### config.mk
export PLATFORM = sky130hd
export DESIGN_NAME = dac_write_scheduler
export DESIGN_NICKNAME = d
export VERILOG_FILES = /design/src/rtl/dac_write_scheduler.sv
export SDC_FILE = /design/constraint.sdc
export NUM_CORES = 1
export LEC_CHECK = 0
export ABC_AREA = 1
export CAP_MARGIN = 30
export CORE_MARGIN = 2
export CORE_UTILIZATION = 52
export DETAILED_ROUTE_END_ITERATION = 10
export PLACE_DENSITY = 0.83
export SYNTH_ARGS = -nofsm -noshare
export SYNTH_HDL_FRONTEND = slang
export SYNTH_SLANG_ARGS = --single-unit
### constraint.sdc
create_clock -name clk -period 5.27 [get_ports clk]
set_input_delay 1.054 -clock clk [delete_from_list [all_inputs] [get_ports clk]]
set_output_delay 1.054 -clock clk [all_outputs]
set_load 0.005 [all_outputs]
### src/rtl/dac_write_scheduler.sv
// Round-robin scheduler sharing one serial threshold DAC between N_CH requesters.
// Each grant is shifted out as a 16-bit frame {channel[3:0], code[11:0]}, MSB first.
module dac_write_scheduler #(
  parameter int unsigned N_CH       = 8,
  parameter int unsigned SCLK_DIV   = 16,
  parameter int unsigned GAP_CYCLES = 4
) (
  input  logic                 clk,
  input  logic                 aresetn,
  input  logic [N_CH-1:0]      req,
  input  logic [N_CH*12-1:0]   req_data,
  output logic [N_CH-1:0]      ack,
  output logic                 busy,
  output logic                 DAC_SER_CLK,
  output logic                 DAC_NSYNC,
  output logic                 DAC_DIN
);

  localparam int unsigned IW     = 4;
  localparam int unsigned CODE_W = 12;
  localparam int unsigned FW     = 16;
  localparam int unsigned DW     = $clog2(SCLK_DIV + 1);
  localparam int unsigned GW     = $clog2(GAP_CYCLES + 1);

  typedef enum logic [1:0] {IDLE, SYNC, SHIFT, GAP} state_t;

  state_t            state, state_nxt;
  logic [DW-1:0]     div_cnt, div_cnt_nxt;
  logic [3:0]        bit_cnt, bit_cnt_nxt;
  logic              phase_hi, phase_hi_nxt;
  logic [GW-1:0]     gap_cnt, gap_cnt_nxt;
  logic [IW-1:0]     ptr, ptr_nxt;
  logic [IW-1:0]     gnt_idx, gnt_idx_nxt;
  logic [FW-1:0]     frame, frame_nxt;
  logic              run;

  logic [N_CH-1:0]   ack_nxt;
  logic              busy_nxt, sclk_nxt, nsync_nxt, din_nxt;

  logic              hit_hi, hit_lo;
  logic [IW-1:0]     idx_hi, idx_lo, gnt_sel;
  logic [CODE_W-1:0] sel_data;

  // Round-robin pick: lowest request at or above ptr, else lowest overall.
  always_comb begin
    hit_hi = 1'b0;
    hit_lo = 1'b0;
    idx_hi = '0;
    idx_lo = '0;
    for (int unsigned j = 0; j < N_CH; j++) begin
      if (req[j] && !hit_lo) begin
        hit_lo = 1'b1;
        idx_lo = IW'(j);
      end
      if (req[j] && (IW'(j) >= ptr) && !hit_hi) begin
        hit_hi = 1'b1;
        idx_hi = IW'(j);
      end
    end
    gnt_sel = hit_hi ? idx_hi : idx_lo;
  end

  always_comb begin
    sel_data = '0;
    for (int unsigned j = 0; j < N_CH; j++) begin
      if (IW'(j) == gnt_sel) sel_data = req_data[CODE_W*j +: CODE_W];
    end
  end

  // Reset release synchroniser: grants are allowed from the 2nd edge onwards.
  always_ff @(posedge clk or negedge aresetn) begin
    if (!aresetn) run <= 1'b0;
    else          run <= 1'b1;
  end

  always_ff @(posedge clk or negedge aresetn) begin
    if (!aresetn) begin
      state    <= IDLE;
      div_cnt  <= '0;
      bit_cnt  <= '0;
      phase_hi <= 1'b0;
      gap_cnt  <= '0;
      ptr      <= '0;
      gnt_idx  <= '0;
      frame    <= '0;
    end else begin
      state    <= state_nxt;
      div_cnt  <= div_cnt_nxt;
      bit_cnt  <= bit_cnt_nxt;
      phase_hi <= phase_hi_nxt;
      gap_cnt  <= gap_cnt_nxt;
      ptr      <= ptr_nxt;
      gnt_idx  <= gnt_idx_nxt;
      frame    <= frame_nxt;
    end
  end

  // Next state plus pin values for the current state; pins are registered below.
  always_comb begin
    state_nxt    = state;
    div_cnt_nxt  = div_cnt;
    bit_cnt_nxt  = bit_cnt;
    phase_hi_nxt = phase_hi;
    gap_cnt_nxt  = gap_cnt;
    ptr_nxt      = ptr;
    gnt_idx_nxt  = gnt_idx;
    frame_nxt    = frame;
    ack_nxt      = '0;
    busy_nxt     = 1'b0;
    sclk_nxt     = 1'b1;
    nsync_nxt    = 1'b1;
    din_nxt      = 1'b0;
    case (state)
      IDLE: begin
        if (run && (|req)) begin
          state_nxt   = SYNC;
          gnt_idx_nxt = gnt_sel;
          frame_nxt   = {gnt_sel, sel_data};
          ptr_nxt     = (gnt_sel == IW'(N_CH - 1)) ? '0 : gnt_sel + IW'(1);
          div_cnt_nxt = DW'(SCLK_DIV - 1);
        end
      end
      SYNC: begin
        busy_nxt  = 1'b1;
        nsync_nxt = 1'b0;
        din_nxt   = frame[FW-1];
        if (div_cnt == '0) begin
          state_nxt    = SHIFT;
          bit_cnt_nxt  = 4'd15;
          phase_hi_nxt = 1'b0;
          div_cnt_nxt  = DW'(SCLK_DIV - 1);
        end else begin
          div_cnt_nxt = div_cnt - DW'(1);
        end
      end
      SHIFT: begin
        busy_nxt  = 1'b1;
        nsync_nxt = 1'b0;
        sclk_nxt  = phase_hi;
        din_nxt   = frame[bit_cnt];
        if (div_cnt == '0) begin
          div_cnt_nxt = DW'(SCLK_DIV - 1);
          if (phase_hi) begin
            phase_hi_nxt = 1'b0;
          end else if (bit_cnt == 4'd0) begin
            state_nxt   = GAP;
            gap_cnt_nxt = GW'(GAP_CYCLES - 1);
          end else begin
            // Next bit is presented together with the rising SCLK.
            phase_hi_nxt = 1'b1;
            bit_cnt_nxt  = bit_cnt - 4'd1;
          end
        end else begin
          div_cnt_nxt = div_cnt - DW'(1);
        end
      end
      GAP: begin
        busy_nxt = 1'b1;
        if (gap_cnt == GW'(GAP_CYCLES - 1)) begin
          for (int unsigned j = 0; j < N_CH; j++) ack_nxt[j] = (IW'(j) == gnt_idx);
        end
        if (gap_cnt == '0) state_nxt = IDLE;
        else               gap_cnt_nxt = gap_cnt - GW'(1);
      end
      default: state_nxt = IDLE;
    endcase
  end

  always_ff @(posedge clk or negedge aresetn) begin
    if (!aresetn) begin
      ack         <= '0;
      busy        <= 1'b0;
      DAC_SER_CLK <= 1'b1;
      DAC_NSYNC   <= 1'b1;
      DAC_DIN     <= 1'b0;
    end else begin
      ack         <= ack_nxt;
      busy        <= busy_nxt;
      DAC_SER_CLK <= sclk_nxt;
      DAC_NSYNC   <= nsync_nxt;
      DAC_DIN     <= din_nxt;
    end
  end

endmodule

==> impl_metrics.json <==
{
  "status": "complete, no violations",
  "critPathSlowestCell": "ha_1",
  "synthArstFlopShare_pct": 100,
  "drc_errors": 0,
  "antenna_found_initial": 0,
  "cts_sinks": 47,
  "die_h_um": 91.4,
  "power_mw": 0.807,
  "crit_end": "frame[1]",
  "hold_violations": 0,
  "rows": 31,
  "cts-root-buf": "clkbuf_8",
  "arrival_ns": 4.38,
  "viasPerCell": 5.02,
  "h-tree-depth": 2,
  "start_util_pct": 54.1,
  "grt_pass1_wl_um": 18100,
  "drv_cap": 0,
  "netlist_area_um2": 3970,
  "io_buffers": 117,
  "grt_util_all_layers_pct": 26.4,
  "slew_headroom_pct": 56.3,
  "routed_wl_um": 10700,
  "avgSynthCellArea_um2": 6.40,
  "fin_skew_ns": 0.00473,
  "reg2reg_to": "frame[1]",
  "min_path_type": "reg -> reg",
  "n_antenna_cell": 0,
  "power_density_nw_per_um2": 153,
  "crit_path_max_fanout": 16,
  "setup_violations": 0,
  "io_pins": 118,
  "cpPeakStageDelay_ns": 0.57,
  "synth_area_leaders": "dfrtp_1 28%, nand2_1 16%, inv_1 11%",
  "ctsHoldBuffers": 0,
  "ant_nets": 0,
  "grt_max_degree": 33,
  "crit_top_cell": "nand2_1",
  "cp_num_buf_inv": 3,
  "crit_start": "req[0]",
  "clock_latency_ns": 0.30,
  "ctsResizeCount": 0,
  "vdd_drop_max_mv": 0.115,
  "clockBufferDepth": 2,
  "cp_num_cells": 17,
  "layout.nets": 847,
  "ys_ff_latch": 47,
  "drive_gt1_share_pct": 6.05,
  "ys.flop_type": "dfrtp_1",
  "syn_nets": 741,
  "yosys_warnings": 0,
  "worst_pin_slew_ns": 0.655,
  "die_w_um": 91.4,
  "drt_first_pass_iters": 5,
  "crit_required_ns": 5.46,
  "max_freq_ghz": 0.239,
  "wl_per_cell_um": 12.9,
  "dr_total_vias": 4148,
  "initialDrtViolationCount": 165,
  "reg2reg_slack_ns": 1.79,
  "crit_type": "in -> reg",
  "rsz0062_at_grt": "false",
  "cts.clk_slew.worst_paths_ns": 0.09,
  "end_kind": "flip-flop",
  "postCtsSetupBuffers": 0,
  "cts_tree": "built",
  "ys_types": 46,
  "hold_start": "phase_hi",
  "whs_ns": 0.498,
  "tns_ns": 0,
  "critPathLaunchType": "primary input",
  "syn_inst": 620,
  "placeableCoreArea_um2": 7330,
  "leakage_nw": 2.75,
  "area_growth_pct": 32.7,
  "dp_hpwl_um": 8550,
  "die_area_um2": 8340,
  "first_global_vias": 4008,
  "report.final.slew_viol_count": 0,
  "numCtsBuffers": 5,
  "fin_crit_ns": 4.19,
  "synth_top_area_share_pct": 28.4,
  "crit_chain": "clkdlybuf4s50_1, nor2_1, nand4_1, nor2_1, o21ai_0, nand2_1, o21ai_4, inv_1, ha_1, ha_1, clkinv_1, nand3_1, nand3_1, nand2_1, nand2_1, nand2_1, nand2_1",
  "r2r_start": "ptr[0]",
  "yosys.area.top_type": "dfrtp_1",
  "overflow": 0,
  "synth_edf_count": 0,
  "ys_seq_area_share_pct": 29.7,
  "critPathTopFamily": "simple AND/OR/NAND/NOR gates",
  "reg2regPathDepth": 18,
  "min_period_over_period_pct": 79.6,
  "gp_congestion": 0.914
}
## stage by stage
stage | cell area [um^2] | util, % | worst slack, ns | instances
finish | 5270 | 71.8 | 1.08 | 826
global route | 5270 | 71.8 | 0.751 | 826
CTS | 5270 | 71.8 | 1.11 | 826
detailed placement | 5150 | 70.3 | 0.791 | 818
global placement | 5130 | 70.0 | 0.909 | 817
floorplan | 3970 | - | 1.94 | 620
## worst min-delay path by stage
stage          slack (ns)  cells past startpoint           to
2_1_floorplan        0.45                      2  DAC_SER_CLK
3_3_place_gp         0.47                      2  DAC_SER_CLK
3_5_place_dp         0.48                      2  DAC_SER_CLK
4_1_cts              0.50                      2  DAC_SER_CLK
5_1_grt              0.52                      2  DAC_SER_CLK
6_report             0.50                      2  DAC_SER_CLK
## registers in the layout, indices dropped and copies added (netlist names), 2 cells and up
register,flops
frame,13
ack,8
div_cnt,5
bit_cnt,4
ptr,4
gap_cnt,3
gnt_idx,2
state,2
## per-layer routing
layer,global-route usage [%],wire length [um],vias to the layer above
li1,-,-,2135
met1,33.4,4600,1865
met2,47.2,5340,132
met3,4.32,550,16
met4,5.81,164,0
met5,0,0,-
## layout by cell type (no fill, tap or decap), types with 3 or more instances in the layout
cell type / n
inv_1: 112
clkbuf_8: 5
clkdlybuf4s50_1: 116
nand2_1: 164
a21oi_1: 20
nand2_4: 3
a21oi_2: 4
ha_1: 15
nand3_2: 5
o22ai_1: 4
nand3_1: 32
o21ai_0: 45
nor3_1: 4
nand4_1: 14
nor2_1: 90
dfrtp_1: 45
inv_2: 4
## tightest hold or removal path, delay by kind of cell, from the launching register on
| family | cells | cell delay (ns) |
|---|---|---|
| buffers and inverters | 1 | 0.06 |
| DFF | 1 | 0.33 |
| and+or+nand+nor | 1 | 0.08 |
## cell usage after synthesis, types with 2 or more instances
master / n
dfrtp_1: 45
o211ai_1: 2
nor2_2: 2
buf_2: 3
clkinv_1: 2
nand2_4: 3
ha_1: 15
nand4_1: 14
o21ai_0: 45
a21boi_0: 2
a22oi_1: 2
nor3_1: 4
a21oi_1: 20
o22ai_1: 4
buf_4: 2
a21oi_2: 4
clkbuf_1: 9
o21ai_4: 2
nor2_1: 90
nand2_1: 164
inv_2: 4
nand3_2: 5
inv_1: 112
nor2_4: 2
nand3_1: 32
dfstp_2: 2
o21ai_1: 2
nand2_2: 2
o31ai_1: 2
buf_6: 6
o221ai_1: 2
## cell families after synthesis
logic type | Yosys count | synth area share (%)
AND/OR/NAND/NOR | 325 | 36.2
AO/OA/AOI/OAI | 94 | 14.8
buffers and inverters | 138 | 14.5
other | 1 | 0.0945
adder cells (fa/ha/maj) | 15 | 4.73
flip-flops | 47 | 29.7
## power breakdown
| group | switching (mW) | leakage [nW] | internal (mW) | total, mW |
|---|---|---|---|---|
| clock | 0.121 | 0.0581 | 0.141 | 0.262 |
| sequential | 0.0000788 | 0.569 | 0.361 | 0.361 |
| combinational | 0.0846 | 2.12 | 0.100 | 0.185 |
| total | 0.205 | 2.75 | 0.602 | 0.807 |
## cell type report
type,instances,area [um^2]
fill,606,2060
inverter,118,443
multi-input combinational,435,2210
sequential,47,1180
timing repair buffer,119,1190
clock buffer,5,68.8
tap,99,124
clock inverter,3,43.8
(Power assumes the default switching activity.)
